## src/rtl/lc3_execute_pipe.sv

```systemverilog
// LC-3 execute stage: ALU, condition codes, address adder and
// registered write-back/memory controls behind a valid/ready handshake.
//
// Ports:
//   clock, reset (async, active-low), enable_execute (global gate),
//   flush (sync drop of all transactions)
//   in_valid/in_ready: upstream handshake
//   out_valid/out_ready: downstream handshake
//   E_Control, IR, npc, VSR1, VSR2: operands and decoded controls
//   W_Control_in/out, Mem_Control_in/out: pass-through controls
//   sr1, sr2: combinational source register indices
//   aluout, pcout, M_Data, carry, NZP, dr: registered results
module lc3_execute_pipe #(
  parameter int DATA_W = 16,
  parameter bit SKID   = 1'b1
) (
  input  logic              clock,
  input  logic              reset,
  input  logic              enable_execute,
  input  logic              flush,
  input  logic              in_valid,
  output logic              in_ready,
  input  logic [5:0]        E_Control,
  input  logic [15:0]       IR,
  input  logic [DATA_W-1:0] npc,
  input  logic [DATA_W-1:0] VSR1,
  input  logic [DATA_W-1:0] VSR2,
  input  logic [1:0]        W_Control_in,
  input  logic              Mem_Control_in,
  output logic [2:0]        sr1,
  output logic [2:0]        sr2,
  output logic              out_valid,
  input  logic              out_ready,
  output logic [DATA_W-1:0] aluout,
  output logic [DATA_W-1:0] pcout,
  output logic [DATA_W-1:0] M_Data,
  output logic              carry,
  output logic [2:0]        NZP,
  output logic [2:0]        dr,
  output logic [1:0]        W_Control_out,
  output logic              Mem_Control_out
);

  typedef struct packed {
    logic [DATA_W-1:0] alu;
    logic [DATA_W-1:0] pc;
    logic [DATA_W-1:0] md;
    logic              c;
    logic [2:0]        nzp;
    logic [2:0]        dr;
    logic [1:0]        wc;
    logic              mc;
  } res_t;

  typedef enum logic {
    EMPTY = 1'b0,
    FULL  = 1'b1
  } state_t;

  logic [DATA_W-1:0] off11;
  logic [DATA_W-1:0] off9;
  logic [DATA_W-1:0] off6;
  logic [DATA_W-1:0] imm5;
  logic [DATA_W-1:0] opb;
  logic [DATA_W-1:0] addr1;
  logic [DATA_W-1:0] addr2;
  logic [DATA_W:0]   sum;
  res_t              res_c;

  state_t state_q, state_d;
  res_t   out_q, out_d;
  res_t   skid_q, skid_d;
  logic   ov_q, ov_d;
  logic   stall;
  logic   unused_ir;

  assign unused_ir = ^IR[15:14];

  assign sr1 = IR[8:6];

  always_comb begin
    unique case (IR[13:12])
      2'b01:   sr2 = IR[2:0];
      2'b11:   sr2 = IR[11:9];
      default: sr2 = 3'd0;
    endcase
  end

  always_comb begin
    off11 = {{(DATA_W-11){IR[10]}}, IR[10:0]};
    off9  = {{(DATA_W-9){IR[8]}}, IR[8:0]};
    off6  = {{(DATA_W-6){IR[5]}}, IR[5:0]};
    imm5  = {{(DATA_W-5){IR[4]}}, IR[4:0]};
    opb   = E_Control[0] ? VSR2 : imm5;
    sum   = {1'b0, VSR1} + {1'b0, opb};
    res_c = '0;

    unique case (E_Control[5:4])
      2'b00: begin
        res_c.alu = sum[DATA_W-1:0];
        res_c.c   = sum[DATA_W];
      end
      2'b01:   res_c.alu = VSR1 & opb;
      2'b10:   res_c.alu = ~VSR1;
      default: res_c.alu = VSR1;
    endcase

    unique case (E_Control[3:2])
      2'b00:   addr1 = off11;
      2'b01:   addr1 = off9;
      2'b10:   addr1 = off6;
      default: addr1 = '0;
    endcase
    addr2    = E_Control[1] ? npc : VSR1;
    res_c.pc = addr1 + addr2;

    unique case (1'b1)
      res_c.alu[DATA_W-1]: res_c.nzp = 3'b100;
      (res_c.alu == '0):   res_c.nzp = 3'b010;
      default:             res_c.nzp = 3'b001;
    endcase

    unique case (IR[13:12])
      2'b01, 2'b10: res_c.dr = IR[11:9];
      default:      res_c.dr = 3'd0;
    endcase

    res_c.md = VSR2;
    res_c.wc = W_Control_in;
    res_c.mc = Mem_Control_in;
  end

  // Without a skid, ready follows the downstream slot combinationally.
  assign in_ready = SKID ? (state_q == EMPTY)
                         : (!ov_q || out_ready);

  assign stall = ov_q && !out_ready;

  always_comb begin
    state_d = state_q;
    out_d   = out_q;
    skid_d  = skid_q;
    ov_d    = ov_q;
    if (enable_execute) begin
      if (flush) begin
        ov_d    = 1'b0;
        state_d = EMPTY;
      end else if (state_q == FULL) begin
        // Output is always valid while the skid holds an entry.
        if (out_ready) begin
          out_d   = skid_q;
          state_d = EMPTY;
        end
      end else if (in_valid && in_ready) begin
        if (stall && SKID) begin
          skid_d  = res_c;
          state_d = FULL;
        end else begin
          out_d = res_c;
          ov_d  = 1'b1;
        end
      end else if (out_ready) begin
        ov_d = 1'b0;
      end
    end
  end

  always_ff @(posedge clock or negedge reset) begin
    if (!reset) begin
      state_q <= EMPTY;
      ov_q    <= 1'b0;
      out_q   <= '0;
      skid_q  <= '0;
    end else begin
      state_q <= state_d;
      ov_q    <= ov_d;
      out_q   <= out_d;
      skid_q  <= skid_d;
    end
  end

  assign out_valid       = ov_q;
  assign aluout          = out_q.alu;
  assign pcout           = out_q.pc;
  assign M_Data          = out_q.md;
  assign carry           = out_q.c;
  assign NZP             = out_q.nzp;
  assign dr              = out_q.dr;
  assign W_Control_out   = out_q.wc;
  assign Mem_Control_out = out_q.mc;

endmodule

```

## config.mk

```make
export PLATFORM = sky130hd
export DESIGN_NAME = lc3_execute_pipe
export DESIGN_NICKNAME = d
export VERILOG_FILES = /design/src/rtl/lc3_execute_pipe.sv
export SDC_FILE = /design/constraint.sdc
export NUM_CORES = 1
export LEC_CHECK = 0
export ABC_AREA = 1
export CAP_MARGIN = 0
export CORE_MARGIN = 1
export CORE_UTILIZATION = 30
export CTS_BUF_LIST = sky130_fd_sc_hd__clkbuf_8 sky130_fd_sc_hd__clkbuf_16
export CTS_CLUSTER_DIAMETER = 200
export CTS_CLUSTER_SIZE = 30
export DETAILED_ROUTE_END_ITERATION = 12
export SYNTH_ARGS = -nofsm -noshare
export SYNTH_HDL_FRONTEND = slang
export SYNTH_SLANG_ARGS = --single-unit
```

## constraint.sdc

```tcl
create_clock -name clock -period 3.1 [get_ports clock]
set_input_delay 0.465 -clock clock [delete_from_list [all_inputs] [get_ports clock]]
set_output_delay 0.465 -clock clock [all_outputs]
set_load 0.05 [all_outputs]
```

==> results.md, run 1 <==
- Status: complete, no violations
- RSZ-0062 raised after global routing: no
- Period minus WS final: 2942 ps
- Vias in the first global route: 7319
- Seq pwr share: 0.308
- Area of the multi-input gates: 0.003948 sq mm
- Vias per inst: 4.645
- Worst EP arrival: 3250 ps
- Post-synthesis sequential area ratio: 0.3926
- Ys flop type: dfrtp_1
- Synthesized area: 0.007393 sq mm
- Finished Layout Cells: 1595
- Synth Area in Simple Gates: 0.2618
- Clock Sinks: 116
- Post-synthesis mux area share: 0.007446
- Starting Density: 0.3049
- Site row count: 57
- Maximum clock rate: 339.9 MHz
- Seq. cell area: 0.002904 sq mm
- Root buffer cell: clkbuf_16
- Antenna viol nets, final: 0
- Post-synth cell types: 42
- DR pass1 iterations: 5
- Hold WC Path Type: in2async
- Clock-pin slew on the worst setup and hold paths: 60 ps
- Hpwl dp: 18120 um
- Final Setup Violations: 0
- Crit start category: input pin
- Cell accounting for the most synthesized area: dfrtp_1
- XOR/XNOR Fraction of Synth Area: 0.01540
- DIE AREA: 0.02528 sq mm
- Synth top area share: 0.3926
- # fillers: 2479
- Post-Syn Nets: 1152
- Synth Area in Adders: 0.06126
- CP Capture Type: flip-flop
- Area growth from synthesis to layout: 43.51%
- Hold slack: 203.3 ps
- Detailed Route WL: 23820 um
- Layout cells sized above 1: 0.1606
- Die Wd: 159.0 um
- Post-synth EDFFs: 0
- Critical Path RT: 3400 ps
- Power Total: 6.870 mW
- Slew Limit Headroom: 0.3733
- CP max FO: 6
- Gr usage total: 0.1931
- Dpl cells: 1561
- IO buf count: 142
- GPL Wtd Cong: 0.8808
- Sw frac: 0.3669
- Int Pwr: 4.350 mW
- Sw power: 2.521 mW
- Pleak: 5.212 nW
- Most frequent cells in the layout: nand2_1 (308), clkdlybuf4s50_1 (141), dfrtp_1 (115)
- Largest family of logic cells by synthesized area: simple AND/OR/NAND/NOR gates
- Clock latency on the worst-skew pair: 420 ps
- Synth async-reset ratio: 1.000
- Largest net degree at the start of global routing: 72
- Die span in y: 159.0 um
- Max-slew violations: 0
- Worst IR Drop VDD: 324.0 uV
- Num CTS Buffers: 17
- Pwr dens: 647.5 mW/mm^2
- Final Hold Fails: 0
- Crit path kind: in2reg
- Initial antenna violation count: 1
- Register bit total from synthesis: 116
- First-pass GRT wire length: 38380 um
- Clock tree buffer depth: 2
- Final Cycle Share: 0.9491
- Vias: 7409
- TritonCTS clock tree: built
- Ranking of synthesized cells by area: dfrtp_1 (39%), nand2_1 (16%), o21ai_0 (7.4%), ha_1 (5.6%), inv_1 (5.4%)
- Syn Area/Cell: 7.123 sq um
- # nets final: 1371
- Most common cell after layout, fill and taps aside: nand2_1
- Post-Syn Instances: 1038
- Clock share of power: 0.320
- Core ar.: 0.02425 sq mm
- Post-CTS Setup Bufs: 0
- Max H-tree Level: 4
- Synth warn: 0
- Max-cap violations: 0
- Compound-Gate Fraction of Synth Area: 0.1728
- DRC viols: 0
- Initial DRC count: 566
- Logic pwr share: 0.371
- Total gr overflow: 0
- Clock Skews: 8.137 ps
- Worst-Margin Slew: 940.1 ps
- Routed wire per std cell: 14.93 um
- Ports: 145
- Post-layout util: 0.4376
- Reg2reg path depth: 7
-- critical path: stages --
cell	delay, ps
clkdlybuf4s50_1	430
buf_4	170
buf_4	140
o21ai_1	170
ha_1	290
or2_4	290
nand2_1	70
nand2_1	50
nand3_1	80
nand2_1	80
nand2_1	100
nand3_1	130
nor2_1	110
nand3_1	120
nor2_2	180
nand3_4	110
nand2_1	80
nand2_1	50
nand2_1	80
nand2_1	50
-- cells by family after synthesis --
family,count (synthesis)
and+or+nand+nor,471
AOI/OAI and AO/OA,236
DFF,116
muxes,5
xor gates and xnor gates,13
adders and majority gates,35
buffers and inverters,162
-- area by class of cell --
class,count,share of cell area
clock buffers,19,0.04269
well taps,324,0.03821
diodes,1,0.0002358
clock inverters,13,0.01946
repair buffers,250,0.2144
flip-flops and latches,116,0.2737
inverters,111,0.03927
multi-input cells,761,0.3721
-- worst paths after layout --
check / slack [ps] / startpoint / to
worst max-delay path: 160 / E_Control[0] / NZP[0]
worst min register to register: 470 / skid_q[4] / skid_q[4]
min in group clock: 470 / skid_q[4] / skid_q[4]
worst max register to register: 1330 / state_q / skid_q[22]
worst min-delay path: 200 / reset / skid_q[38]
max in group asynchronous: 2120 / reset / M_Data[11]
-- synth_stat cells, types with 2 or more instances --
library cell and instances:
nand2_1 318, dfrtp_1 116, o21ai_0 109, inv_1 106
nor2_1 75, a21oi_1 68, nand3_1 46, clkbuf_1 35
ha_1 33, a31oi_1 25, o22ai_1 9, nand2_2 8
xor2_1 8, nand3b_1 6, o21a_1 6, o21ai_1 6
a21o_1 5, buf_2 5, buf_4 5, inv_2 5
xnor2_1 5, mux2_2 4, nand3_2 4, buf_1 3
buf_6 3, nor2_2 3, nor3_1 3, and2_1 2
fa_1 2, o31ai_1 2, or2_2 2
-- what timing repair did --
item	CTS	global route
hold buffers	0	0
resized for setup	0	49
endpoints found under the hold margin	0	0
endpoints found under the setup margin	0	12
-- flip-flops by register name (all words and copies together), names as in the netlist --
signal,count
out_valid,1
Mem_Control_out,1
M_Data,16
state_q,1
dr,3
W_Control_out,2
pcout,16
aluout,16
NZP,2
skid_q,57
carry,1
-- metrics by stage --
stage	worst slack (ps)	TNS (ps)	instance area (sq um)
CTS	29.82	0	10490
detailed placement	-388.7	-4398	9833
global placement	-354.7	-3981	9833
floorplan	214.7	0	7393
global route	23.38	0	10610
finish	157.7	0	10610
-- power by group through the flow --
stage | logic [mW] | clock network, mW | registers, mW
6_report | 2.55 | 2.20 | 2.12
3_5_place_dp | 2.52 | 0 | 2.15
5_1_grt | 2.77 | 2.29 | 2.17
3_3_place_gp | 2.51 | 0 | 2.13
4_1_cts | 2.53 | 2.23 | 2.12
2_1_floorplan | 0.887 | 0 | 2.78
-- routing by layer --
layer / track usage / vias up / share of wire
li1: - / 3812 / -
met1: 0.2548 / 3384 / 0.47
met2: 0.3104 / 176 / 0.46
met3: 0.03230 / 37 / 0.035
met4: 0.08698 / 0 / 0.033
met5: 0 / - / 0
No activity file was read; power rests on OpenSTA's default activity.
==> run 2: changes to the inputs <==
CORE_MARGIN = 2   (was 1)
==> results.md, run 2 (synthesized netlist as in run 1, its figures left out) <==
- Largest net degree at the start of global routing: 73 (was 72)
- Clock latency on the worst-skew pair: 410 ps (was 420 ps)
- DIE AREA: 0.02592 sq mm (was 0.02528 sq mm)
- Hold WC Path Type: in2async (unchanged)
- Vias in the first global route: 7119 (was 7319)
- Area of the multi-input gates: 0.003852 sq mm (was 0.003948 sq mm)
- GPL Wtd Cong: 0.8711 (was 0.8808)
- Sw power: 2.465 mW (was 2.521 mW)
- Hold buffer count at cts: 0 (unchanged)
- Final Cycle Share: 0.9242 (was 0.9491)
- Pwr dens: 630.9 mW/mm^2 (was 647.5 mW/mm^2)
- Maximum clock rate: 349.1 MHz (was 339.9 MHz)
- Vias per inst: 4.643 (was 4.645)
- Slew Limit Headroom: 0.4565 (was 0.3733)
- TritonCTS clock tree: built (unchanged)
- Max-slew violations: 0 (unchanged)
- Antenna viol nets, final: 0 (unchanged)
- DRC viols: 0 (unchanged)
- Seq. cell area: 0.002904 sq mm (unchanged)
- Dpl ws: -471.0 ps (was -388.7 ps)
- CP startpoint: E_Control[1] (was E_Control[0])
- DR pass1 iterations: 5 (unchanged)
- CP max stage delay: 460 ps (was 430 ps)
- Layout cells sized above 1: 0.1360 (was 0.1606)
- FF-to-FF setup slack: 760 ps (was 1330 ps)
- Int Pwr: 4.104 mW (was 4.350 mW)
- Hpwl dp: 18550 um (was 18120 um)
- # nets final: 1366 (was 1371)
- Vias: 7382 (was 7409)
- Final Hold Fails: 6 (was 0)
- Pleak: 5.174 nW (was 5.212 nW)
- Die Wd: 161.0 um (was 159.0 um)
- Clock-pin slew on the worst setup and hold paths: 60 ps (about the same)
- Worst EP arrival: 3170 ps (was 3250 ps)
- Most used cell, CP: nand2_1 (unchanged)
- Detailed Route WL: 24040 um (was 23820 um)
- Crit start category: input pin (unchanged)
- # fillers: 2514 (was 2479)
- Gr usage total: 0.1885 (was 0.1931)
- Status: complete, but fails checks (was complete, no violations)
- Starting Density: 0.3049 (unchanged)
- Reg2reg path depth: 8 (was 7)
- Initial DRC count: 489 (was 566)
- Worst IR Drop VDD: 328.0 uV (was 324.0 uV)
- Most frequent cells in the layout: nand2_1 (315), clkdlybuf4s50_1 (140), dfrtp_1 (115) (was nand2_1 (308), clkdlybuf4s50_1 (141), dfrtp_1 (115))
- R2R Path End: M_Data[3] (was skid_q[22])
- Failing checks: negative hold slack
- Reg-to-Reg Start: state_q (unchanged)
- WP depth: 14 (was 20)
- Max-cap violations: 0 (unchanged)
- Die span in y: 161.0 um (was 159.0 um)
- Sw frac: 0.3752 (was 0.3669)
- Max H-tree Level: 4 (unchanged)
- Setup ws final: 235.1 ps (was 157.7 ps)
- Num CTS Buffers: 17 (unchanged)
- Site row count: 57 (unchanged)
- RSZ-0062 raised after global routing: no (unchanged)
- Slowest stage cell, crit path: clkdlybuf4s50_1 (unchanged)
- Final Setup Violations: 0 (unchanged)
- Post-CTS Setup Bufs: 0 (unchanged)
- Logic pwr share: 0.385 (was 0.371)
- Core ar.: 0.02425 sq mm (unchanged)
- IO buf count: 142 (unchanged)
- Clock share of power: 0.292 (was 0.320)
- Critical path destination: pcout[12] (was NZP[0])
- Hold slack: -1.984 ps (was 203.3 ps)
- Max reg flops: 57 (unchanged)
- Critical Path RT: 3400 ps (about the same)
- Clock Skews: 5.491 ps (was 8.137 ps)
- Initial antenna violation count: 1 (unchanged)
- Crit path kind: in2reg (unchanged)
- First-pass GRT wire length: 38210 um (was 38380 um)
- Clock Sinks: 116 (unchanged)
- CP Capture Type: flip-flop (unchanged)
- Area growth from synthesis to layout: 40.84% (was 43.51%)
- Most common cell after layout, fill and taps aside: nand2_1 (unchanged)
- Crit path cell chain: clkdlybuf4s50_1 -> buf_4 -> mux2_2 -> fa_1 -> nand3_1 -> nand2_1 -> a21oi_1 -> o21ai_1 -> a21boi_1 -> o21ai_1 -> xor2_1 -> nand2_1 -> nand2_1 -> nand2_1 (was clkdlybuf4s50_1 -> buf_4 -> buf_4 -> o21ai_1 -> ha_1 -> or2_4 -> nand2_1 -> nand2_1 -> nand3_1 -> nand2_1 -> nand2_1 -> nand3_1 -> nor2_1 -> nand3_1 -> nor2_2 -> nand3_4 -> nand2_1 -> nand2_1 -> nand2_1 -> nand2_1)
- Seq pwr share: 0.323 (was 0.308)
- CP top delay family: compound AO/OA/AOI/OAI gates (was simple AND/OR/NAND/NOR gates)
- Worst path buffer plus inverter count: 2 (was 3)
- Total negative slack: 0 ps (unchanged)
- Root buffer cell: clkbuf_16 (unchanged)
- Most flops, register: skid_q (unchanged)
- Clock tree buffer depth: 2 (unchanged)
- CP max FO: 5 (was 6)
- Ports: 145 (unchanged)
- Worst-Margin Slew: 814.1 ps (was 940.1 ps)
- Total gr overflow: 0 (unchanged)
- Post-layout util: 0.4294 (was 0.4376)
- Routed wire per std cell: 15.12 um (was 14.93 um)
- Period minus WS final: 2865 ps (was 2942 ps)
-- run 2: metrics by stage --
stage | cells | hold WS, ps | power [mW] | area [sq um]
finish | 1590 | -1.984 | 6.569 | 10410
global route | 1589 | 18.97 | 6.941 | 10410
CTS | 1589 | 3.885 | 6.622 | 10400
detailed placement | 1557 | 454.4 | 4.680 | 9816
global placement | 1557 | 446.8 | 4.650 | 9816
floorplan | 1038 | 169.4 | 3.670 | 7393
-- run 2: how the worst min path moves through the flow --
| stage | startpoint | to | slack [ps] | depth (start not counted) |
|---|---|---|---|---|
| floorplan | reset | M_Data[0] | 170 | 0 |
| global route | reset | aluout[10] | 20 | 1 |
| CTS | reset | aluout[9] | 4 | 1 |
| global placement | reset | aluout[9] | 450 | 1 |
| detailed placement | reset | aluout[9] | 450 | 1 |
| finish | reset | aluout[9] | -2 | 1 |
-- run 2: final cells by class --
cell class              count  share of cell area
repair buffers            246              0.2163
inverters                 111             0.04001
clock inverters            12             0.01081
flip-flops and latches    116              0.2789
multi-input cells         760              0.3700
well taps                 324             0.03893
diodes                      1           0.0002403
clock buffers              20             0.04482
-- run 2: per-layer routing --
layer | up-vias | share of wire | GRT usage
li1 | 3805 | - | -
met3 | 18 | 0.036 | 0.03493
met2 | 134 | 0.48 | 0.3170
met4 | 0 | 0.011 | 0.04627
met5 | - | 0 | 0
met1 | 3425 | 0.47 | 0.2517
-- run 2: power by group through the flow --
stage               Clock, mW  Sequential, mW  Combinational, mW
finish                   1.92            2.12               2.53
global route             2.02            2.17               2.75
CTS                      1.95            2.12               2.54
detailed placement          0            2.15               2.53
global placement            0            2.13               2.52
floorplan                   0            2.78              0.887
-- run 2: what timing repair did --
| item | in CTS | in global routing |
|---|---|---|
| pin swaps | 0 | 1 |
| gates resized for setup | 1 | 7 |
| setup endpoints to repair | 4 | 12 |
==> run 3: changes to the inputs <==
CORE_ASPECT_RATIO = 0.6   (was default)
clock period = 3.63 ns   (was 3.1 ns; I/O delays follow)
==> results.md, run 3 (synthesized netlist as in run 1, its figures left out) <==
- Pleak: 4.835 nW (was 5.174 nW)
- Reg-to-Reg Start: state_q (unchanged)
- Hold slack: 156.7 ps (was -1.984 ps)
- Layout cells sized above 1: 0.08894 (was 0.1360)
- Area growth from synthesis to layout: 33.86% (was 40.84%)
- Clock Sinks: 116 (unchanged)
- Seq. cell area: 0.002904 sq mm (unchanged)
- Slew Limit Headroom: 0.4642 (was 0.4565)
- Slowest stage cell, crit path: clkdlybuf4s50_1 (unchanged)
- CP max FO: 7 (was 5)
- # nets final: 1304 (was 1366)
- DRC viols: 0 (unchanged)
- Max-cap violations: 0 (unchanged)
- Clock latency on the worst-skew pair: 420 ps (was 410 ps)
- Starting Density: 0.3059 (was 0.3049)
- TritonCTS clock tree: built (unchanged)
- Num CTS Buffers: 17 (unchanged)
- Root buffer cell: clkbuf_16 (unchanged)
- CP Capture Type: flip-flop (unchanged)
- Worst EP arrival: 3430 ps (was 3170 ps)
- Site row count: 44 (was 57)
- Hold buffer count at cts: 0 (unchanged)
- Largest net degree at the start of global routing: 73 (unchanged)
- Clock-pin slew on the worst setup and hold paths: 60 ps (about the same)
- Core ar.: 0.02417 sq mm (was 0.02425 sq mm)
- Die span in y: 125.6 um (was 161.0 um)
- Most frequent cells in the layout: nand2_1 (318), clkdlybuf4s50_1 (140), dfrtp_1 (115) (was nand2_1 (315), clkdlybuf4s50_1 (140), dfrtp_1 (115))
- Area of the multi-input gates: 0.003840 sq mm (was 0.003852 sq mm)
- Worst-Margin Slew: 803.7 ps (was 814.1 ps)
- First-pass GRT wire length: 39850 um (was 38210 um)
- WP depth: 12 (was 14)
- Vias: 7405 (was 7382)
- Crit start category: input pin (unchanged)
- Final Cycle Share: 0.8578
- Hold WC Path Type: in2async (unchanged)
- Vias per inst: 4.856 (was 4.643)
- CP max stage delay: 500 ps (was 460 ps)
- # fillers: 2488 (was 2514)
- Crit path kind: in2reg (unchanged)
- Dpl ws: -132.1 ps (was -471.0 ps)
- Initial antenna violation count: 4 (was 1)
- Detailed Route WL: 25220 um (was 24040 um)
- Max-slew violations: 0 (unchanged)
- ANT cells: 0 (was 1)
- GPL Wtd Cong: 0.9132 (was 0.8711)
- Worst path buffer plus inverter count: 1 (was 2)
- Vias in the first global route: 7019 (was 7119)
- DR pass1 iterations: 6 (was 5)
- Initial DRC count: 586 (was 489)
- Post-layout util: 0.4095 (was 0.4294)
- Period minus WS final: 3114 ps
- Worst IR Drop VDD: 303.3 uV (was 328.0 uV)
- Power Total: 5.512 mW (was 6.569 mW)
- Setup ws final: 516.3 ps (was 235.1 ps)
- DIE AREA: 0.02596 sq mm (was 0.02592 sq mm)
- Hpwl dp: 19180 um (was 18550 um)
- Dpl cells: 1493 (was 1557)
- Gr usage total: 0.2026 (was 0.1885)
- Reg2reg path depth: 8 (unchanged)
- Finished Layout Cells: 1525 (was 1590)
- Critical Path RT: 3950 ps (was 3400 ps)
- Routed wire per std cell: 16.54 um (was 15.12 um)
- Critical path destination: pcout[13] (was pcout[12])
- Status: complete, no violations (was complete, but fails checks)
- RSZ-0062 raised after global routing: no (unchanged)
- Final Setup Violations: 0 (unchanged)
- CP top delay family: compound AO/OA/AOI/OAI gates (unchanged)
- FF-to-FF setup slack: 1290 ps (was 760 ps)
- Total gr overflow: 0 (unchanged)
- Die Wd: 206.7 um (was 161.0 um)
- Final Hold Fails: 0 (was 6)
- Crit path cell chain: clkdlybuf4s50_1 -> or2_2 -> o21ai_0 -> ha_1 -> nand2_1 -> nor2_1 -> nand3_1 -> o2111ai_1 -> a31oi_1 -> xor2_1 -> a21o_1 -> nand2_1 (was clkdlybuf4s50_1 -> buf_4 -> mux2_2 -> fa_1 -> nand3_1 -> nand2_1 -> a21oi_1 -> o21ai_1 -> a21boi_1 -> o21ai_1 -> xor2_1 -> nand2_1 -> nand2_1 -> nand2_1)
- Most common cell after layout, fill and taps aside: nand2_1 (unchanged)
- Antenna viol nets, final: 0 (unchanged)
- Clock tree buffer depth: 2 (unchanged)
- Clock Skews: 6.984 ps (was 5.491 ps)
- Max reg flops: 57 (unchanged)
- CP startpoint: E_Control[3] (was E_Control[1])
- Max H-tree Level: 4 (unchanged)
- R2R Path End: M_Data[12] (was M_Data[3])
- Most used cell, CP: nand2_1 (unchanged)
- IO buf count: 142 (unchanged)
- Most flops, register: skid_q (unchanged)
- Maximum clock rate: 321.2 MHz
- Ports: 145 (unchanged)
- Pwr dens: 556.9 mW/mm^2 (was 630.9 mW/mm^2)
==> run 3: cell count changes in the layout (fill, tap and decap cells not counted), sizes merged <==
| cell | delta |
|---|---|
| buf | -62 |
| clkinvlp | +4 |
| clkbuf | -3 |
| bufinv | -1 |
| diode | -1 |
==> run 3: how the worst min path moves through the flow <==
stage,startpoint,end,cells past startpoint
3_3_place_gp,skid_q[13],skid_q[13],2
2_1_floorplan,reset,M_Data[0],0
4_1_cts,reset,aluout[13],1
6_report,reset,aluout[13],1
3_5_place_dp,skid_q[11],skid_q[11],2
5_1_grt,reset,aluout[13],1
==> run 3: where the power goes <==
part / switching [mW] / leakage, nW / total (mW) / internal, mW
clock network: 0.648 / 0.258 / 1.59 / 0.940
logic: 1.35 / 3.15 / 2.10 / 0.745
registers: 0.194 / 1.43 / 1.83 / 1.63
==> run 3: what timing repair did <==
action / 4_1_cts / 5_1_grt
endpoints found under the setup margin: 0 / 1
resized for setup: 0 / 1
setup buffers: 0 / 0
==> run 3: cell type report <==
cell class	count	area share
multi-input cells	760	0.3880
flip-flops and latches	116	0.2934
repair buffers	184	0.1793
clock buffers	17	0.04298
inverters	111	0.04210
well taps	322	0.04071
clock inverters	15	0.01353
==> run 3: stage by stage <==
stage,TNS (ps),cell area [sq um]
3_3_place_gp,-241.5,9335
5_1_grt,0,9897
2_1_floorplan,0,7393
4_1_cts,0,9894
3_5_place_dp,-354.2,9335
6_report,0,9897
==> run 3: per-layer routing <==
metal | track usage | part of all wire | vias up
met2 | 0.2678 | 0.38 | 257
met3 | 0.05683 | 0.086 | 21
met1 | 0.3194 | 0.52 | 3436
met4 | 0.04370 | 0.011 | 6
li1 | - | - | 3685
met5 | 0 | 0.0018 | -
